<file path="config.mk">
export PLATFORM = sky130hd
export DESIGN_NAME = frame_checker_stats
export DESIGN_NICKNAME = d
export VERILOG_FILES = /design/src/rtl/frame_checker_pkg.sv /design/src/rtl/frame_checker_stats.sv
export SDC_FILE = /design/constraint.sdc
export NUM_CORES = 1
export LEC_CHECK = 0
export CORE_MARGIN = 2
export CORE_UTILIZATION = 33
export CTS_BUF_LIST = sky130_fd_sc_hd__clkbuf_2 sky130_fd_sc_hd__clkbuf_4 sky130_fd_sc_hd__clkbuf_8
export DETAILED_ROUTE_END_ITERATION = 6
export PLACE_DENSITY = 0.68
export SLEW_MARGIN = 20
export SYNTH_ARGS = -nofsm -noshare
export SYNTH_HDL_FRONTEND = slang
export SYNTH_SLANG_ARGS = --single-unit
export TNS_END_PERCENT = 100
</file>
<file path="constraint.sdc">
create_clock -name clk -period 1.6 [get_ports clk]
set_clock_uncertainty 0.1 [all_clocks]
set_input_delay 0.16 -clock clk [delete_from_list [all_inputs] [get_ports clk]]
set_output_delay 0.16 -clock clk [all_outputs]
set_load 0.02 [all_outputs]
</file>
<file path="src/rtl/frame_checker_pkg.sv">
// ============================================================================
// Package     : frame_pkg
// Description : Shared definitions for the 64-bit block-stream frame generator
//               and frame checker: control/data codes, payload limits, error
//               code and FSM state enums, lane-extract and saturating-add
//               helpers.
// Revision    : 1.0 - initial release
// ============================================================================
`default_nettype none

package frame_pkg;

  localparam int DATA_WIDTH = 64;
  localparam int CTRL_WIDTH = DATA_WIDTH / 8;

  localparam logic [7:0] START_CODE     = 8'hFB;
  localparam logic [7:0] PREAMBLE_CODE  = 8'h55;
  localparam logic [7:0] SFD_CODE       = 8'hD5;
  localparam logic [7:0] TERMINATE_CODE = 8'hFD;
  localparam logic [7:0] FCS_CODE       = 8'hC0;

  localparam logic [15:0] DEF_MIN_PAYLOAD = 16'd46;
  localparam logic [15:0] DEF_MAX_PAYLOAD = 16'd1500;

  typedef enum logic [2:0] {
    ERR_NONE     = 3'd0,
    ERR_PREAMBLE = 3'd1,
    ERR_CTRL     = 3'd2,
    ERR_TRUNC    = 3'd3,
    ERR_LEN      = 3'd4,
    ERR_FCS      = 3'd5,
    ERR_RESTART  = 3'd6,
    ERR_ZERO     = 3'd7
  } err_code_t;

  typedef enum logic [2:0] {
    IDLE = 3'd0,
    PRE  = 3'd1,
    HDR0 = 3'd2,
    HDR1 = 3'd3,
    PAY  = 3'd4
  } state_t;

  // Lane 0 is the first byte on the wire and sits in the top byte of the bus.
  function automatic logic [7:0] lane(input logic [DATA_WIDTH-1:0] data,
                                      input logic [2:0] k);
    logic [7:0] b;
    b = data[63:56];
    case (k)
      3'd0: b = data[63:56];
      3'd1: b = data[55:48];
      3'd2: b = data[47:40];
      3'd3: b = data[39:32];
      3'd4: b = data[31:24];
      3'd5: b = data[23:16];
      3'd6: b = data[15:8];
      3'd7: b = data[7:0];
      default: b = data[63:56];
    endcase
    return b;
  endfunction

  function automatic logic [15:0] sat_add16(input logic [15:0] a,
                                            input logic [15:0] b);
    logic [16:0] s;
    s = {1'b0, a} + {1'b0, b};
    return s[16] ? 16'hFFFF : s[15:0];
  endfunction

endpackage

`default_nettype wire

</file>
<file path="src/rtl/frame_checker_stats.sv">
// ============================================================================
// Module      : frame_checker_stats
// Description : Saturating 16-bit good/error (and optionally drop) frame
//               counters. Fed with next-cycle pulse values so each count
//               changes in the same cycle its pulse becomes visible.
// Ports       : clk, i_rst (sync, active-high)
//               i_pass / i_err / i_drop - increment requests
//               o_frame_count / o_error_count / o_drop_count - counter values
// Macro       : FRAME_CHECKER_DST_FILTER_EN adds i_drop / o_drop_count.
// Revision    : 1.0 - initial release
// ============================================================================
`default_nettype none

module frame_checker_stats
  import frame_pkg::*;
(
  input  wire logic        clk,
  input  wire logic        i_rst,
  input  wire logic        i_pass,
  input  wire logic        i_err,
`ifdef FRAME_CHECKER_DST_FILTER_EN
  input  wire logic        i_drop,
  output logic [15:0]      o_drop_count,
`endif
  output logic [15:0]      o_frame_count,
  output logic [15:0]      o_error_count
);

  logic [15:0] frame_cnt_q, frame_cnt_d;
  logic [15:0] error_cnt_q, error_cnt_d;
`ifdef FRAME_CHECKER_DST_FILTER_EN
  logic [15:0] drop_cnt_q, drop_cnt_d;
`endif

  always_comb begin
    frame_cnt_d = i_pass ? sat_add16(frame_cnt_q, 16'd1) : frame_cnt_q;
    error_cnt_d = i_err  ? sat_add16(error_cnt_q, 16'd1) : error_cnt_q;
`ifdef FRAME_CHECKER_DST_FILTER_EN
    drop_cnt_d  = i_drop ? sat_add16(drop_cnt_q, 16'd1)  : drop_cnt_q;
`endif
  end

  always_ff @(posedge clk) begin
    if (i_rst) begin
      frame_cnt_q <= '0;
      error_cnt_q <= '0;
`ifdef FRAME_CHECKER_DST_FILTER_EN
      drop_cnt_q  <= '0;
`endif
    end else begin
      frame_cnt_q <= frame_cnt_d;
      error_cnt_q <= error_cnt_d;
`ifdef FRAME_CHECKER_DST_FILTER_EN
      drop_cnt_q  <= drop_cnt_d;
`endif
    end
  end

  assign o_frame_count = frame_cnt_q;
  assign o_error_count = error_cnt_q;
`ifdef FRAME_CHECKER_DST_FILTER_EN
  assign o_drop_count  = drop_cnt_q;
`endif

endmodule

`default_nettype wire

</file>
## Yosys cells after proc, flatten, opt, wreduce, memory -nomap -nowiden

Index checks and enable logic that the tools add are counted.

- Output and inout bits: 32
- Bits in writable memories: 0
- ROM bits: 0
- Bits in registers: 32
- Input bits: 4
- Memories: 0
- Bits in latches: 0
- Word-level logic and storage cells: 6

- Equal/unequal tests: 0
- Div/mod/pow operators: 0
- Add/sub/neg operators: 2
- Multipliers: 0
- Reduce and logical (&&, ||, !) cells: 0
- Magnitude comparators: 0
- Shift operators: 0
- Muxes and demuxes: 2
- Bitwise gates (word level): 0

Operators by type and width:

| cell | number |
|---|---|
| 16-bit by 1-bit adder with 17-bit output, second input constant | 2 |
| 16-bit 2-to-1 mux | 2 |

## Depth between registers and ports, before layout

- Word-level depth: 2
- Gate-level depth with buffers: 5
- Mapped depth without buffers: 5

## Worst setup path before layout

No wires, ideal clock.

- Path type: register -> register
- Start: reg error_cnt_q[0] (netlist: o_error_count[0])
- End: reg error_cnt_q[14] (netlist: o_error_count[14])
- Clock period less this slack: 1.692 ns
- Cell stages (with the launch flop): 6
- Slack: -0.092 ns
- Data arrival time: 1.507 ns
- Path buffers: 0
- Cell sequence: dfxtp_1 > ha_1 > nand4_1 > nor4_4 > a31oi_1 > a211oi_1

- Word-level cells in the longest chain between the ends: 2

RTL lines:

| item | line | RTL |
|---|---|---|
| start, declared | frame_checker_stats.sv:30 | `logic [15:0] error_cnt_q, error_cnt_d;` |
| start signal, assigned | frame_checker_stats.sv:52 | `error_cnt_q <= error_cnt_d;` |
| 16-bit by 1-bit adder with 17-bit output | frame_checker_pkg.sv:66 | `s = {1'b0, a} + {1'b0, b};` |
| 16-bit 2-to-1 mux | frame_checker_pkg.sv:67 | `return s[16] ? 16'hFFFF : s[15:0];` |

Every way passes these cells.
A chain may end at the register's enable or synchronous reset.

## Final worst setup path

- Start: reg error_cnt_q[14] (netlist: o_error_count[14])
- End: out o_error_count[14]

RTL lines:

| item | line | RTL |
|---|---|---|
| end, declared | frame_checker_stats.sv:26 | `output logic [15:0] o_error_count` |

No word-level cell between the ends.

==> impl_metrics.toml <==
[clock_network]
clk_path_buf_depth = 2
cts-root-buf = "clkbuf_8"
insertion_delay_ps = 280
cts.clk_slew.worst_paths_ps = 60
cts-htree-levels = 2
cts_tree = "done"
numClockSinks = 32
cts-buffers-inserted = 5

[critical_path]
end_kind = "output port"
reg2reg_depth = 6
crit_family = "buffers and inverters"
critPathArrivalTime_ps = 1290
critical_path_class = "reg2out"
path_cells = "clkdlybuf4s50_1"
worst_ep_required_time_ps = 1340
cp.depth = 1
cp_max_fo = 4
slowest_stage = "clkdlybuf4s50_1"
crit_buf_inv = 1
worstSetupStartpointType = "flop"
worst_path_largest_cell_delay_ps = 630

[drt]
ant_nets = 0
wl_per_cell_um = 13.6
dr_total_vias = 1568
finalWirelength_um = 3900
drc = 0
drtIter0Drc = 73
viasPerCell = 5.46
firstDrtPassIters = 5

[logic_synthesis]
yosysUniqueCellTypes = 37
async_flop_share = 0
synthCells = 172
syn_avg_cell_area_um2 = 9.23
synth_enable_flop_cells = 0
syn_area_mm2 = 0.00159
ys_seq_elements = 32
ys_seq_area_frac = 0.403
synth-warning-count = 0
ys.flop_type = "dfxtp_1"
synth_fp_nets = 178

[die]
die_area_mm2 = 0.00538
die_y_um = 73.4
die_w_um = 73.4
num_rows = 25
core-area_mm2 = 0.00469
design.portCount = 36
start_util = 0.338

[timing]
finalSetupViolCount = 0
fin_crit_sh = 0.966
min_period_ps = 1550
finalHoldViolations = 0
slew_viol_final = 0
slew_headroom = 0.789
worst_pin_slew_ps = 314
setup_ws_ps = 54.7
clock.fmax_mhz = 647

[grt]
grt_usage = 0.153
antenna_found_initial = 0
grt_start_max_net_pins = 33
grt_pass1_wl_um = 6330
grt_overflow = 0
grt_pass1_vias = 1404

[layout]
antenna_cells = 0
fin_area_mm2 = 0.00229
finalNetCount = 238
final_cells = 287
final_common_cell = "dlygate4sd2_1"
final_cell_mix = "dlygate4sd2_1 (24), dfxtp_1 (23), buf_4 (23)"
drive_gt1_frac = 0.258
syn_to_final_growth_pct = 44.3

[pwr]
power_leakage_nw = 1.00
cellPowerDensity_mw_per_mm2 = 681
vdd.ir_drop.worst_mv = 0.338
power_mw = 1.56

[min_path]
whs_path_depth = 2
holdCritPathClass = "reg2reg"

[placed_design]
gp_congestion = 0.787
numPortBuffers = 35
hpwl_um = 2800
placedCellCount = 278
pre_cts_ws_ps = -194
dpl-instance-area_mm2 = 0.00217

[run]
cap_violations = 0

[run_status]
status = "complete, no violations"
## timing repair
action | 4_1_cts | 5_1_grt
hold buffers | 0 | 0
buffers inserted | 0 | 1
cloned | 0 | 0
gates resized for setup | 25 | 14
pin swaps | 0 | 5
setup endpoints to repair | 33 | 27
## worst paths after layout
check	from	end	slack, ps
worst max-delay path	o_error_count[14]	o_error_count[14]	50
worst min-delay path	o_frame_count[0]	o_frame_count[0]	420
worst max register to register	o_error_count[0]	o_error_count[12]	70
worst min register to register	o_frame_count[0]	o_frame_count[0]	420
## per-stage QoR
step / TNS, ps / hold WS [ps] / utilization
CTS: 0 / 418 / 0.476
detailed placement: -2380 / 409 / 0.462
global placement: -1800 / 396 / 0.462
finish: 0 / 423 / 0.488
global route: -39.4 / 437 / 0.488
floorplan: 0 / 132 / -
## power breakdown
group	internal (mW)	switching, mW	total, mW	leakage (nW)
Combinational	0.0511	0.0546	0.106	0.691
Sequential	0.808	0.0116	0.819	0.262
Clock	0.343	0.293	0.635	0.0510
## worst min-delay path: stages (launching register included)
cell and delay [ps]:
dfxtp_2 350, nor2_1 90, nor3_1 50
## metal layers
metal / share of wire / global-route usage
met1: 0.45 / 0.178
met2: 0.49 / 0.261
met3: 0.047 / 0.0535
met4: 0.013 / 0.0485
met5: 0 / 0
## logic make-up (layout without fill, tap and decap cells)
group | Yosys count | count (layout) | share of synthesized area
multiplexers | 2 | 2 | 0.0126
AND/OR/NAND/NOR | 73 | 73 | 0.301
AO/OA/AOI/OAI | 38 | 38 | 0.155
flip-flops | 32 | 32 | 0.403
adder cells (fa/ha/maj) | 2 | 2 | 0.0158
XOR/XNOR | 16 | 16 | 0.0883
buffers and inverters | 9 | 70 | 0.0236
## synth_stat cells, types with 2 or more instances
library cell,count,area share
nand3_2,2,0.013
clkbuf_1,3,0.0071
ha_1,2,0.016
nor4_4,2,0.027
nand4_4,2,0.027
a21oi_1,20,0.063
nor2_1,15,0.035
nand2_1,10,0.024
dfxtp_1,32,0.40
xnor2_1,9,0.050
and3_1,2,0.0079
mux2i_1,2,0.013
and4_1,2,0.011
inv_1,3,0.0071
a31oi_1,6,0.024
nand4_1,9,0.035
nor3_1,10,0.032
a211oi_1,3,0.014
nand3_1,7,0.022
nor4_1,5,0.020
xor2_1,7,0.039
a311oi_1,3,0.017
buf_2,2,0.0063
## final cells by class
class                   count  area [um^2]
repair buffers             59          518
fillers                   475         2400
clock buffers               6         82.6
clock inverters             2         10.0
multi-input cells         131          950
flip-flops and latches     32          652
well taps                  54         67.6
inverters                   3         11.3
## flip-flops by register name, indices dropped and copies added (netlist names)
| register | flops |
|---|---|
| o_error_count | 16 |
| o_frame_count | 16 |
Power figures use the tool's default switching activity.
